## src/rtl/uart_pkg.sv

```systemverilog
// Shared UART definitions: receiver state encoding and frame-format constants.
package uart_pkg;

  localparam int   UART_DATA_BITS  = 8;
  localparam logic UART_IDLE_LEVEL = 1'b1;

  typedef enum logic [2:0] {
    IDLE,
    START,
    DATA,
    STOP,
    RECOVER
  } uart_rx_state_e;

endpackage

```

## src/rtl/uart_rx_if.sv

```systemverilog
// Receiver output bundle: byte, valid/error strobes and busy flag.
interface uart_rx_if;
   import uart_pkg::*;

   logic [UART_DATA_BITS-1:0] rx_byte;
   logic                      rx_valid;
   logic                      frame_err;
   logic                      busy;

   modport master (output rx_byte, rx_valid, frame_err, busy);
   modport slave  (input  rx_byte, rx_valid, frame_err, busy);

endinterface

```

## src/rtl/uart_sync_2ff.sv

```systemverilog
// Generic two-flop synchroniser for a single asynchronous bit; reset value selectable.
module uart_sync_2ff #(
   parameter logic RESET_VALUE = 1'b0
) (
   input  logic clk,
   input  logic rst_n,
   input  logic d,
   output logic q
);

   logic meta;

   // NOTE: non-blocking assignments keep meta and q as two distinct flops; blocking would collapse them into one.
   always_ff @(posedge clk or negedge rst_n) begin
      if (!rst_n) begin
         meta <= RESET_VALUE;
         q    <= RESET_VALUE;
      end else begin
         meta <= d;
         q    <= meta;
      end
   end

endmodule

```

## src/rtl/uart_rx.sv

```systemverilog
// 8N1 UART receiver: mid-bit sampling from a bit-period counter, one-cycle valid/framing-error strobes.
module uart_rx
   import uart_pkg::*;
#(
   parameter int CLKS_PER_BIT = 16
) (
   input  logic     clk,
   input  logic     rst_n,
   input  logic     rx_serial,
   uart_rx_if.master rx_if
);

   localparam int CW = $clog2(CLKS_PER_BIT);
   localparam int IW = $clog2(UART_DATA_BITS);
   localparam int H  = CLKS_PER_BIT / 2;

   localparam logic [CW-1:0] HALF_LAST = CW'(H - 1);
   localparam logic [CW-1:0] BIT_LAST  = CW'(CLKS_PER_BIT - 1);
   localparam logic [IW-1:0] IDX_LAST  = IW'(UART_DATA_BITS - 1);

   logic rx_s;

   uart_rx_state_e            state_q, state_d;
   logic [CW-1:0]             cnt_q, cnt_d;
   logic [IW-1:0]             idx_q, idx_d;
   logic [UART_DATA_BITS-1:0] shift_q, shift_d;
   logic [UART_DATA_BITS-1:0] byte_q, byte_d;
   logic                      valid_q, valid_d;
   logic                      err_q, err_d;

   uart_sync_2ff #(.RESET_VALUE(UART_IDLE_LEVEL)) u_sync (
      .clk   (clk),
      .rst_n (rst_n),
      .d     (rx_serial),
      .q     (rx_s)
   );

   always_ff @(posedge clk or negedge rst_n) begin
      if (!rst_n) begin
         state_q <= IDLE;
         cnt_q   <= '0;
         idx_q   <= '0;
         shift_q <= '0;
         byte_q  <= '0;
         valid_q <= 1'b0;
         err_q   <= 1'b0;
      end else begin
         state_q <= state_d;
         cnt_q   <= cnt_d;
         idx_q   <= idx_d;
         shift_q <= shift_d;
         byte_q  <= byte_d;
         valid_q <= valid_d;
         err_q   <= err_d;
      end
   end

   always_comb begin
      // NOTE: every variable gets a default before the case so no branch can infer a latch.
      state_d = state_q;
      cnt_d   = cnt_q + 1'b1;
      idx_d   = idx_q;
      shift_d = shift_q;
      byte_d  = byte_q;
      valid_d = 1'b0;
      err_d   = 1'b0;

      case (state_q)
         IDLE: begin
            cnt_d = '0;
            if (!rx_s) state_d = START;
         end
         START: begin
            // Mid-start check: a high line here was only a glitch.
            if (cnt_q == HALF_LAST) begin
               cnt_d   = '0;
               idx_d   = '0;
               state_d = rx_s ? IDLE : DATA;
            end
         end
         DATA: begin
            if (cnt_q == BIT_LAST) begin
               cnt_d          = '0;
               shift_d[idx_q] = rx_s;
               idx_d          = idx_q + 1'b1;
               if (idx_q == IDX_LAST) state_d = STOP;
            end
         end
         STOP: begin
            if (cnt_q == BIT_LAST) begin
               cnt_d = '0;
               if (rx_s) begin
                  byte_d  = shift_q;
                  valid_d = 1'b1;
                  state_d = IDLE;
               end else begin
                  err_d   = 1'b1;
                  state_d = RECOVER;
               end
            end
         end
         RECOVER: begin
            // A held-low break must not look like a fresh start bit.
            cnt_d = '0;
            if (rx_s) state_d = IDLE;
         end
         default: state_d = IDLE;
      endcase
   end

   assign rx_if.rx_byte   = byte_q;
   assign rx_if.rx_valid  = valid_q;
   assign rx_if.frame_err = err_q;
   assign rx_if.busy      = (state_q != IDLE);

endmodule

```

## src/flat_wrapper.sv

```systemverilog
// flat-port wrapper written by rule: the top's interface ports become plain ports
module uart_rx_flat import uart_pkg::*;
#(
   parameter int CLKS_PER_BIT = 16
)
  (clk, rst_n, rx_serial, rx_if_rx_byte, rx_if_rx_valid, rx_if_frame_err, rx_if_busy);
  uart_rx_if rx_if_i ();
  input  logic clk;
  input  logic rst_n;
  input  logic rx_serial;
  output wire logic [$bits(rx_if_i.rx_byte)-1:0] rx_if_rx_byte;
  output wire logic [$bits(rx_if_i.rx_valid)-1:0] rx_if_rx_valid;
  output wire logic [$bits(rx_if_i.frame_err)-1:0] rx_if_frame_err;
  output wire logic [$bits(rx_if_i.busy)-1:0] rx_if_busy;
  assign rx_if_rx_byte = rx_if_i.rx_byte;
  assign rx_if_rx_valid = rx_if_i.rx_valid;
  assign rx_if_frame_err = rx_if_i.frame_err;
  assign rx_if_busy = rx_if_i.busy;
  uart_rx #(.CLKS_PER_BIT(CLKS_PER_BIT)) u_core (.clk(clk), .rst_n(rst_n), .rx_serial(rx_serial), .rx_if(rx_if_i));
endmodule
```

## config.mk

```make
export PLATFORM = sky130hd
export DESIGN_NAME = uart_rx_flat
export DESIGN_NICKNAME = d
export VERILOG_FILES = /design/src/rtl/uart_pkg.sv /design/src/rtl/uart_rx_if.sv /design/src/rtl/uart_sync_2ff.sv /design/src/rtl/uart_rx.sv /design/src/flat_wrapper.sv
export SDC_FILE = /design/constraint.sdc
export NUM_CORES = 1
export LEC_CHECK = 0
export BUFFER_PORTS_ARGS = -buffer_cell sky130_fd_sc_hd__buf_2
export CELL_PAD_IN_SITES_DETAIL_PLACEMENT = 0
export CELL_PAD_IN_SITES_GLOBAL_PLACEMENT = 1
export CORE_ASPECT_RATIO = 0.6
export CORE_MARGIN = 2
export CORE_UTILIZATION = 30
export DETAILED_ROUTE_END_ITERATION = 12
export GPL_ROUTABILITY_DRIVEN = 1
export GPL_TIMING_DRIVEN = 0
export PLACE_DENSITY_LB_ADDON = 0.1
export SLEW_MARGIN = 10
export SYNTH_ARGS = -nofsm -noshare
export SYNTH_HDL_FRONTEND = slang
export SYNTH_HIERARCHICAL = 1
export SYNTH_SLANG_ARGS = --single-unit
```

## constraint.sdc

```tcl
create_clock -name clk -period 2.38 [get_ports clk]
set_clock_uncertainty 0.15 [all_clocks]
set_input_delay 0.238 -clock clk [delete_from_list [all_inputs] [get_ports clk]]
set_output_delay 0.238 -clock clk [all_outputs]
set_load 0.005 [all_outputs]
```

==> results by group, run 1 <==
Clock network
  • Clock sinks: 30
  • Root Buffer: clkbuf_8
  • CTS tree: yes
  • Worst-Skew Late Latency: 0.27 ns
  • CTS clock-pin slew for the worst setup and hold paths: 0.06 ns
  • Setup Buffers After CTS: 0
  • Clock buffer depth: 2
  • CTS HTree Levels: 2
  • Cts bufs inserted: 5

Logic synthesis
  • Syn Nets: roughly 110
  • Netlist Area Pre-Place: 0.00134 sq mm
  • Yosys reg bits: 30
  • Yosys warnings: 6
  • Distinct cell type count after synthesis: 32
  • Synth Flop Type: dfrtp_1
  • Number of synthesized flops with an enable pin: 0
  • Cells after Synth: 105
  • Register area share after synthesis: between 50% and 60%
  • Asr flop ratio synth: 100%
  • Syn Area/Cell: 12.8 sq um

Timing
  • Worst setup margin: 0.402 ns
  • Fmax: between 500 and 600 MHz
  • Endpoints failing hold: 0
  • Final Cycle Share: 83.1%
  • Worst Tran Pin Value: 0.686 ns
  • RSZ-0062 raised after global routing: no
  • Fin crit period: a little under 2 ns
  • Post-route setup TNS: 0 ns
  • Worst slew margin: between 50% and 60%
  • Fin. max-slew vios: 0
  • Final setup fails: 0

Floorplan
  • Placeable Area: 0.00419 sq mm
  • Starting density of the core: 32.0%
  • Die area: 0.00503 sq mm
  • Die width: 90.2 um
  • Num ports: 14
  • Site Rows: 18
  • Chip Height: 55.7 um

Finish
  • Diode count: 0
  • Most common cell after layout, fill and taps aside: dfrtp_1
  • # nets final: 133
  • Area grow syn2layout: 18.8%
  • Fill count: 432
  • Layout Utilization: 38.0%
  • Most frequent cells in the layout: 28 x dfrtp_1, 16 x buf_2, 15 x mux2_2
  • Share of cells above drive strength 1: ~36%
  • Post-route insts no fill: 188

Setup path
  • Critical path class: register to register
  • Worst reg2reg endpoint: u_core/shift_q[6]$_DFFE_PN0P_
  • Crit path arrival time: 1.99 ns
  • FF-to-FF path depth: 4
  • CP max stage delay: between 0.5 and 0.6 ns
  • Worst endpoint required time: 2.39 ns
  • Worst reg-to-reg setup slack: between 0.4 and 0.5 ns
  • Worst R2R Start: u_core/cnt_q[0]$_DFF_PN0_
  • Critical path fanouts, max: 6
  • Nature of the critical path endpoint: register
  • Cell Chain, Critical Path: ha_1, nand4b_4, or4_1, mux2_1
  • CP max stage cell: or4_1
  • Startpoint Class: register

Min path
  • Worst hold path class: register to register
  • Hold Crit Start: u_core/u_sync/meta$_DFF_PN1_
  • Hold endpoint: u_core/u_sync/q$_DFF_PN1_
  • Worst Hold Depth: 0

Route
  • DRC: 0
  • Post-route ant nets: 0
  • Starting DRC count in detailed routing: 71
  • Avg Vias per Cell: 4.65
  • Via count: 874
  • DR WL/cell: 13.8 um
  • First-pass DRT Iterations: 4
  • Wirelength, routed: 2.59 mm

Power and ir drop
  • Net switching power: 456 uW
  • Sequential Power Share: 45.9%
  • Part of the power in the clock network: 28.8%
  • Combinational Power Share: 25.3%
  • Pwr/cell area: 897 mW/mm^2
  • Leak: ~0.8 nW
  • Worst vdd ir: between 0.3 and 0.4 mV
  • Int Power: 970 uW
  • Switching part of the total: 32.0%

Global route
  • Vias in the first global route: 878
  • Initial antenna violation count: 0
  • Gr ovfl total: 0
  • Largest net degree at the start of global routing: 31
  • First-pass GRT wire length: 4.64 mm
  • GRT Total Usage: 12.1%

Place
  • Detail Placement HPWL: 1.82 mm
  • Port Buffer Count: 13
  • Pre-CTS setup slack: 0.407 ns
  • Placed Instances: 178
  • GP Congestion: 0.717

Run
  • Maxcap violations: 0

Run status
  • Outcome: finished, final reports clean
## power by group through the flow
stage	Clock (mW)	Sequential, mW	Combinational (mW)
6_report	0.410	0.655	0.361
5_1_grt	0.461	0.667	0.418
4_1_cts	0.431	0.652	0.366
3_5_place_dp	0	0.662	0.365
3_3_place_gp	0	0.660	0.352
2_1_floorplan	0	0.643	0.279
## state kept, by name, summed over array words and instances, names as in the netlist
signal and count:
u_core/cnt_q 4, u_core/idx_q 3, u_core/rx_if.frame_err 1, u_core/rx_if.rx_byte 8, u_core/rx_if.rx_valid 1, u_core/shift_q 8, u_core/state_q 3, u_core/u_sync/meta 1
u_core/u_sync/q 1
## worst max-delay path, delay by kind of cell (launching register included)
family	cells	cell delay (ns)
mux	1	0.32
flops	1	0.37
fa+ha+maj	1	0.33
simple gates	2	0.70
## area by class of cell
cell class                 instances  area, sq um  share of cell area (%)
buffer                             4         18.8                    1.18
clock buffer                       7         86.3                    5.43
clock inverter                     1         5.00                   0.315
inverter                           4         15.0                   0.944
multi-input combinational         67          552                    34.7
sequential                        30          753                    47.4
tap                               60         75.1                    4.72
timing repair buffer              15         85.1                    5.35
## synthesized netlist by cell type, types with 2 or more instances
master	n	area share [%]
a211oi_1	2	1.1
mux2_2	15	13
a21oi_1	2	0.75
inv_1	4	1.1
nand2_1	3	0.84
nand3b_1	4	2.2
nor4_1	2	0.93
dfstp_2	2	3.9
ha_1	3	2.8
nor2b_1	2	0.93
buf_2	3	1.1
xor2_1	2	1.3
dfrtp_1	28	52
nor3_1	4	1.5
nand3_1	3	1.1
a22o_1	2	1.3
mux2_1	2	1.7
or4_1	2	1.1
nor2_1	7	2.0
## cell families (layout without fill, tap and decap cells)
family,after synthesis,after routing,synth area share (%)
multiplexers,17,17,14.3
adder cells (fa/ha/maj),3,3,2.80
buffers and inverters,8,31,2.52
AND/OR/NAND/NOR,36,36,17.9
AO/OA/AOI/OAI,8,8,4.21
flip-flops,30,30,56.3
XOR/XNOR,3,3,1.96
## stage by stage
stage               power, mW  hold slack [ns]  cell area, sq um
finish                   1.43            0.204              1590
global route             1.55            0.210              1590
CTS                      1.45            0.206              1590
detailed placement       1.03            0.181              1480
global placement         1.01            0.167              1480
floorplan               0.922           -0.208              1340
## worst max path at each step
stage          slack (ns)                      start  cells after the start                       endpoint
2_1_floorplan        0.56  u_core/cnt_q[0]$_DFF_PN0_                      4  u_core/shift_q[6]$_DFFE_PN0P_
3_3_place_gp         0.41  u_core/cnt_q[0]$_DFF_PN0_                      4  u_core/shift_q[6]$_DFFE_PN0P_
3_5_place_dp         0.41  u_core/cnt_q[0]$_DFF_PN0_                      4  u_core/shift_q[6]$_DFFE_PN0P_
4_1_cts              0.40  u_core/cnt_q[0]$_DFF_PN0_                      4  u_core/shift_q[6]$_DFFE_PN0P_
5_1_grt              0.31  u_core/cnt_q[0]$_DFF_PN0_                      4  u_core/shift_q[6]$_DFFE_PN0P_
6_report             0.40  u_core/cnt_q[0]$_DFF_PN0_                      4  u_core/shift_q[6]$_DFFE_PN0P_
## routing by layer
layer	global-route usage, %	up-vias	share of wire [%]
met1	18.3	427	55
li1	-	426	-
met5	0	-	0
met3	4.47	5	4.6
met2	15.6	16	39
met4	3.96	0	0.93
## timing repair
item	4_1_cts	5_1_grt
endpoints found under the setup margin	0	0
hold buffers	2	0
resized for setup	0	0
endpoints found under the hold margin	29	0
No activity file was read; power rests on OpenSTA's default activity.
==> inputs of run 2 (changes only) <==
==> constraint.sdc (replaced) <==
create_clock -name clk -period 2 [get_ports clk]
set_clock_uncertainty 0.15 [all_clocks]
set_input_delay 0.2 -clock clk [delete_from_list [all_inputs] [get_ports clk]]
set_output_delay 0.2 -clock clk [all_outputs]
set_load 0.005 [all_outputs]
==> run 2 against run 1 <==
Design area rose by 0.16%. Critical path depth did not move. Via count down 0.11%. Sequential share of layout area decreased by 0.074 points. Setup slack lost 0.30 ns. Combinational power increased by 20%. Flip-flop and latch count is the same. Critical path type unchanged. Largest power group unchanged.
==> results by group, run 2 (synthesized netlist as in run 1, its figures left out) <==
Setup path
  • Nature of the critical path endpoint: register (unchanged)
  • Critical path fanouts, max: 6 (unchanged)
  • Startpoint Class: register (unchanged)
  • Worst reg2reg endpoint: u_core/shift_q[6]$_DFFE_PN0P_ (unchanged)
  • FF-to-FF path depth: 4 (unchanged)
  • CP Launch Point: u_core/cnt_q[0]$_DFF_PN0_ (unchanged)
  • Worst endpoint required time: 2.01 ns (was 2.39 ns)
  • Worst R2R Start: u_core/cnt_q[0]$_DFF_PN0_ (unchanged)
  • Crit path arrival time: 1.91 ns (was 1.99 ns)
  • Critical path class: register to register (unchanged)
  • Worst reg-to-reg setup slack: 0.1 ns (was 0.40 ns)

Route
  • DRC: 0 (unchanged)
  • Via count: 873 (was 874)
  • Avg Vias per Cell: 4.64 (was 4.65)
  • Starting DRC count in detailed routing: 71 (unchanged)
  • DR WL/cell: 13.8 um (about the same)
  • Wirelength, routed: 2.59 mm (about the same)
  • First-pass DRT Iterations: 4 (unchanged)
  • Post-route ant nets: 0 (unchanged)

Clock network
  • Root Buffer: clkbuf_8 (unchanged)
  • CTS HTree Levels: 2 (unchanged)
  • CTS clock-pin slew for the worst setup and hold paths: 0.06 ns (about the same)
  • Setup Buffers After CTS: 0 (unchanged)
  • Worst-Skew Late Latency: 0.27 ns (about the same)
  • Clock buffer depth: 2 (unchanged)
  • CTS tree: yes (unchanged)
  • Cts bufs inserted: 5 (unchanged)
  • Clock sinks: 30 (unchanged)

Run
  • Maxcap violations: 0 (unchanged)

Run status
  • Outcome: finished, final reports clean (unchanged)

Floorplan
  • Num ports: 14 (unchanged)
  • Placeable Area: 0.00419 sq mm (unchanged)
  • Chip Height: 55.7 um (unchanged)
  • Die width: 90.2 um (unchanged)
  • Starting density of the core: 32.0% (unchanged)
  • Site Rows: 18 (unchanged)
  • Die area: 0.00503 sq mm (unchanged)

Timing
  • Fin. max-slew vios: 0 (unchanged)
  • Fin crit period: 1.90 ns (was 1.98 ns)
  • Endpoints failing hold: 0 (unchanged)
  • Worst slew margin: 54.3% (about the same)
  • Final setup fails: 0 (unchanged)
  • Fmax: 526 MHz (was 505 MHz)
  • Final Cycle Share: 95.0% (was 83.1%)
  • Post-route setup TNS: 0 ns (unchanged)
  • RSZ-0062 raised after global routing: no (unchanged)
  • Worst Tran Pin Value: 0.686 ns (about the same)

Global route
  • Largest net degree at the start of global routing: 31 (unchanged)
  • Gr ovfl total: 0 (unchanged)
  • First-pass GRT wire length: 4.64 mm (unchanged)
  • GRT Total Usage: 12.1% (unchanged)
  • Initial antenna violation count: 0 (unchanged)
  • Vias in the first global route: 878 (unchanged)

Place
  • Post-DP Area: 0.00148 sq mm (unchanged)
  • Detail Placement HPWL: 1.82 mm (unchanged)
  • Port Buffer Count: 13 (unchanged)
  • Placed Instances: 178 (unchanged)
  • GP Congestion: 0.717 (unchanged)

Finish
  • Final instance area: 0.00159 sq mm (about the same)
  • Area grow syn2layout: 19.0% (was 18.8%)
  • Fill count: 431 (was 432)
  • Most common cell after layout, fill and taps aside: dfrtp_1 (unchanged)
  • # nets final: 133 (unchanged)
  • Most frequent cells in the layout: 28 x dfrtp_1, 16 x buf_2, 15 x mux2_2 (unchanged)
  • Share of cells above drive strength 1: 36.7% (was 35.9%)
  • Diode count: 0 (unchanged)
  • Post-route insts no fill: 188 (unchanged)

Min path
  • Worst hold path class: register to register (unchanged)
  • Hold Crit Start: u_core/u_sync/meta$_DFF_PN1_ (unchanged)
  • Hold endpoint: u_core/u_sync/q$_DFF_PN1_ (unchanged)
  • Worst Hold Depth: 0 (unchanged)

Power and ir drop
  • Pwr/cell area: 1070 mW/mm^2 (was 897 mW/mm^2)
  • Leak: 0.783 nW (was 0.785 nW)
  • Overall Power: 1.70 mW (was 1.43 mW)
  • Worst vdd ir: 0.416 mV (was 0.349 mV)
run 2: cell counts in the layout (fill, tap and decap cells not counted):
No cell type changed its count.
run 2: power breakdown:
part           internal [mW]  switching (mW)
registers              0.693          0.0875
logic                  0.189           0.244
clock network          0.277           0.211
total                   1.16           0.543
run 2: how the worst max path moves through the flow:
stage	to	slack [ns]
6_report	u_core/shift_q[6]$_DFFE_PN0P_	0.1
2_1_floorplan	u_core/shift_q[6]$_DFFE_PN0P_	0.18
4_1_cts	u_core/shift_q[6]$_DFFE_PN0P_	0.02
3_3_place_gp	u_core/shift_q[6]$_DFFE_PN0P_	0.03
5_1_grt	u_core/shift_q[6]$_DFFE_PN0P_	0.02
3_5_place_dp	u_core/shift_q[6]$_DFFE_PN0P_	0.03
run 2: routing by layer:
layer  wire, um  vias to the layer above  global-route usage, %
met1       1430                      427                   18.3
li1           -                      425                      -
met5          0                        -                      0
met2       1010                       16                   15.6
met3        120                        5                   4.47
met4         24                        0                   3.96
run 2: what timing repair did:
item	4_1_cts	5_1_grt
setup endpoints to repair	0	3
endpoints found under the hold margin	29	0
resized for setup	0	1
hold buffers	2	0
run 2: critical path: stages, from the launching register on:
cell,delay [ns]
dfrtp_1,0.37
ha_2,0.27
nand4b_4,0.14
or4_1,0.53
mux2_1,0.32
run 2: metrics by stage:
stage | util (%) | hold slack [ns] | setup slack (ns)
global route | 38.0 | 0.210 | 0.0234
floorplan | - | -0.246 | 0.184
finish | 38.0 | 0.204 | 0.0995
global placement | 35.3 | 0.129 | 0.0335
CTS | 38.0 | 0.206 | 0.0224
detailed placement | 35.3 | 0.143 | 0.0270
run 2: final cells by class:
class / instances / area, sq um / share of cell area, %
Sequential cell: 30 / 753 / 47.3
Multi-Input combinational cell: 67 / 554 / 34.8
Clock buffer: 7 / 86.3 / 5.42
Timing Repair Buffer: 15 / 85.1 / 5.34
Tap cell: 60 / 75.1 / 4.71
Buffer: 4 / 18.8 / 1.18
Inverter: 4 / 15.0 / 0.943
Clock inverter: 1 / 5.00 / 0.314
==> inputs of run 3 (changes only) <==
--- a/config.mk
+++ b/config.mk
@@ -5,12 +5,14 @@
 export SDC_FILE = /design/constraint.sdc
 export NUM_CORES = 1
 export LEC_CHECK = 0
+export ABC_AREA = 1
 export BUFFER_PORTS_ARGS = -buffer_cell sky130_fd_sc_hd__buf_2
 export CELL_PAD_IN_SITES_DETAIL_PLACEMENT = 0
 export CELL_PAD_IN_SITES_GLOBAL_PLACEMENT = 1
 export CORE_ASPECT_RATIO = 0.6
 export CORE_MARGIN = 2
-export CORE_UTILIZATION = 30
+export CORE_UTILIZATION = 42
+export CTS_CLUSTER_SIZE = 10
 export DETAILED_ROUTE_END_ITERATION = 12
 export GPL_ROUTABILITY_DRIVEN = 1
 export GPL_TIMING_DRIVEN = 0
==> run 3 against run 2 <==
Clock power is 12% lower. Synthesized cell count is 41% higher. Setup slack better by 0.28 ns. First-iteration DRC count is 34% lower. Final cell count is 13% higher. Design area is 5.3% lower. Sequential power is 7.4% lower. Die area is 29% lower. Power is 15% lower. Combinational power is 33% lower. Register-to-register slack better by 0.29 ns.
==> results by group, run 3 <==
Logic synthesis
  • Yosys reg bits: 30 (unchanged)
  • Synth top cells by count: 45 x nand2_1, 28 x dfrtp_1, 18 x nor2_1 (was 28 x dfrtp_1, 15 x mux2_2, 7 x nor2_1)
  • Number of synthesized flops with an enable pin: 0 (unchanged)
  • Multiplexer area fraction after synthesis: 0% (was 14.3%)
  • Main combinational cell family by area after synthesis: simple AND/OR/NAND/NOR gates (unchanged)
  • Netlist Area Pre-Place: 0.00129 sq mm (was 0.00134 sq mm)
  • Yosys warnings: 6 (unchanged)
  • Top-count cell post-synth: nand2_1 (was dfrtp_1)
  • Cells after Synth: 148 (was 105)
  • Area share of and/or/nand/nor cells after synthesis: 27.1% (was 17.9%)
  • Area contributors post-synth: dfrtp_1 54%, nand2_1 13%, nand3_1 5.8%, nor2_1 5.2%, dfstp_2 4.1% (was dfrtp_1 52%, mux2_2 13%, dfstp_2 3.9%, ha_1 2.8%, nand3b_1 2.2%)
  • Post-Synth Adder-Cell Area: 2.90% (was 2.80%)
  • Synth Flop Type: dfrtp_1 (unchanged)
  • Top-area cell type share of the netlist area: 54.1% (was 52.3%)
  • Distinct cell type count after synthesis: 19 (was 32)
  • Area leader, netlist: dfrtp_1 (unchanged)
  • Syn Nets: 154 (was 111)
  • Compound-Gate Fraction of Synth Area: 6.86% (was 4.21%)
  • Syn Area/Cell: 8.75 sq um (was 12.8 sq um)
  • Register area share after synthesis: 58.2% (was 56.3%)
  • Post-Synth XOR/XNOR Area: 0.676% (was 1.96%)
  • Asr flop ratio synth: 100% (unchanged)

Route
  • Post-route ant nets: 0 (unchanged)
  • Wirelength, routed: 2.46 mm (was 2.59 mm)
  • Via count: 980 (was 873)
  • Avg Vias per Cell: 4.62 (was 4.64)
  • DR WL/cell: 11.6 um (was 13.8 um)
  • First-pass DRT Iterations: 4 (unchanged)
  • Starting DRC count in detailed routing: 47 (was 71)
  • DRC: 0 (unchanged)

Setup path
  • Crit path arrival time: 1.27 ns (was 1.91 ns)
  • Critical path class: register to output pin (was register to register)
  • FF-to-FF path depth: 7 (was 4)
  • Critical path fanouts, max: 5 (was 6)
  • Nature of the critical path endpoint: output pin (was register)
  • Startpoint Class: register (unchanged)
  • Worst endpoint required time: 1.65 ns (was 2.01 ns)

Timing
  • Worst Tran Pin Value: 0.674 ns (was 0.686 ns)
  • Post-route setup TNS: 0 ns (unchanged)
  • Fin crit period: 1.62 ns (was 1.90 ns)
  • Final Cycle Share: 81.2% (was 95.0%)
  • Fmax: 616 MHz (was 526 MHz)
  • Fin. max-slew vios: 0 (unchanged)
  • Endpoints failing hold: 0 (unchanged)
  • Final setup fails: 0 (unchanged)
  • RSZ-0062 raised after global routing: no (unchanged)
  • Worst slew margin: 55.1% (was 54.3%)

Power and ir drop
  • Pwr/cell area: 956 mW/mm^2 (was 1070 mW/mm^2)
  • Leak: 0.799 nW (was 0.783 nW)
  • Worst vdd ir: 0.456 mV (was 0.416 mV)

Global route
  • Vias in the first global route: 906 (was 878)
  • Grt met3 use: 5.79% (was 4.47%)
  • Met1 Usage GRT: 24.7% (was 18.3%)
  • Gr ovfl total: 0 (unchanged)
  • Busiest grt layer: met1 (unchanged)
  • Initial antenna violation count: 0 (unchanged)
  • GRT Total Usage: 16.8% (was 12.1%)
  • Met2 Use GR: 23.5% (was 15.6%)
  • First-pass GRT wire length: 4.22 mm (was 4.64 mm)
  • Largest net degree at the start of global routing: 31 (unchanged)

Finish
  • Post-route insts no fill: 212 (was 188)
  • Multi-input gate area: 487 sq um (was 554 sq um)
  • Most common cell after layout, fill and taps aside: nand2_1 (was dfrtp_1)
  • Storage cell area: 753 sq um (unchanged)
  • Area grow syn2layout: 16.5% (was 19.0%)
  • Fill count: 286 (was 431)
  • Share of cells above drive strength 1: 16.5% (was 36.7%)
  • Most frequent cells in the layout: 45 x nand2_1, 28 x dfrtp_1, 18 x nor2_1 (was 28 x dfrtp_1, 16 x buf_2, 15 x mux2_2)
  • # nets final: 176 (was 133)
  • Diode count: 0 (unchanged)

Clock network
  • CTS Hold Bufs: 2 (unchanged)
  • Clock sinks: 30 (unchanged)
  • CTS HTree Levels: 2 (unchanged)
  • CTS tree: yes (unchanged)
  • CTS clock-pin slew for the worst setup and hold paths: 0.06 ns (about the same)
  • Clock buffer depth: 2 (unchanged)
  • CTS resizes: 0 (unchanged)
  • Root Buffer: clkbuf_8 (unchanged)
  • Setup Buffers After CTS: 0 (unchanged)
  • Worst-Skew Late Latency: 0.27 ns (about the same)
  • Cts bufs inserted: 5 (unchanged)

Floorplan
  • Num ports: 14 (unchanged)
  • Chip Height: 47.0 um (was 55.7 um)
  • Site Rows: 15 (was 18)
  • Placeable Area: 0.00291 sq mm (was 0.00419 sq mm)
  • Die width: 75.7 um (was 90.2 um)
  • Die area: 0.00356 sq mm (was 0.00503 sq mm)
  • Starting density of the core: 44.5% (was 32.0%)

Run
  • Maxcap violations: 0 (unchanged)

Min path
  • Worst hold path class: register to register (unchanged)
  • Worst Hold Depth: 0 (unchanged)

Place
  • GP Congestion: 0.834 (was 0.717)
  • Detail Placement HPWL: 1.77 mm (was 1.82 mm)
  • Placed Instances: 203 (was 178)
  • Port Buffer Count: 13 (unchanged)

Run status
  • Outcome: finished, final reports clean (unchanged)
-- run 3: kinds of logic (layout without fill, tap and decap cells) --
logic type / count (synthesis) / after routing
adder cells (fa/ha/maj): 3 / 3
flip-flops: 30 / 30
AND/OR/NAND/NOR: 83 / 83
AO/OA/AOI/OAI: 17 / 17
XOR/XNOR: 1 / 1
buffers and inverters: 14 / 36
-- run 3: final cells by class --
cell class,instances,area share [%]
repair buffers,15,5.64
multi-input cells,104,32.3
inverters,14,3.65
well taps,42,3.48
clock buffers,7,5.06
flip-flops and latches,30,49.9
-- run 3: routing by layer --
layer,wire [um],up-vias
met1,1390,440
met4,8,0
met2,960,19
li1,-,519
met3,104,2
met5,0,-
-- run 3: worst max-delay path: stages (launching register included) --
cell	delay, ns
dfrtp_1	0.44
nor2_1	0.34
nand2_1	0.08
buf_2	0.14
-- run 3: report_power, final --
part           internal (mW)  switching [mW]
Sequential             0.664          0.0582
Combinational          0.106           0.184
Clock                  0.239           0.192
-- run 3: through the flow --
| stage | area [sq um] | util (%) | setup slack (ns) | hold slack (ns) | total power [mW] |
|---|---|---|---|---|---|
| 6_report | 1510 | 51.9 | 0.376 | 0.207 | 1.44 |
| 5_1_grt | 1510 | 51.9 | 0.240 | 0.212 | 1.56 |
| 4_1_cts | 1510 | 51.9 | 0.358 | 0.210 | 1.47 |
| 3_5_place_dp | 1410 | 48.6 | 0.378 | 0.132 | 1.02 |
| 3_3_place_gp | 1410 | 48.6 | 0.390 | 0.123 | 1.02 |
| 2_1_floorplan | 1290 | - | 0.613 | -0.246 | 0.937 |
-- run 3: final timing paths --
path,start,slack (ns),end
max,u_core/state_q[0]$_DFFE_PN0P_,0.38,rx_if_busy
min,u_core/u_sync/meta$_DFF_PN1_,0.21,u_core/u_sync/q$_DFF_PN1_
max reg2reg,u_core/cnt_q[0]$_DFF_PN0_,0.39,u_core/rx_if.rx_byte[3]$_DFFE_PN0P_
min reg2reg,u_core/u_sync/meta$_DFF_PN1_,0.21,u_core/u_sync/q$_DFF_PN1_
max in group asynchronous,rst_n,0.90,u_core/rx_if.rx_byte[7]$_DFFE_PN0P_
min in group asynchronous,rst_n,0.37,u_core/state_q[1]$_DFFE_PN0P_
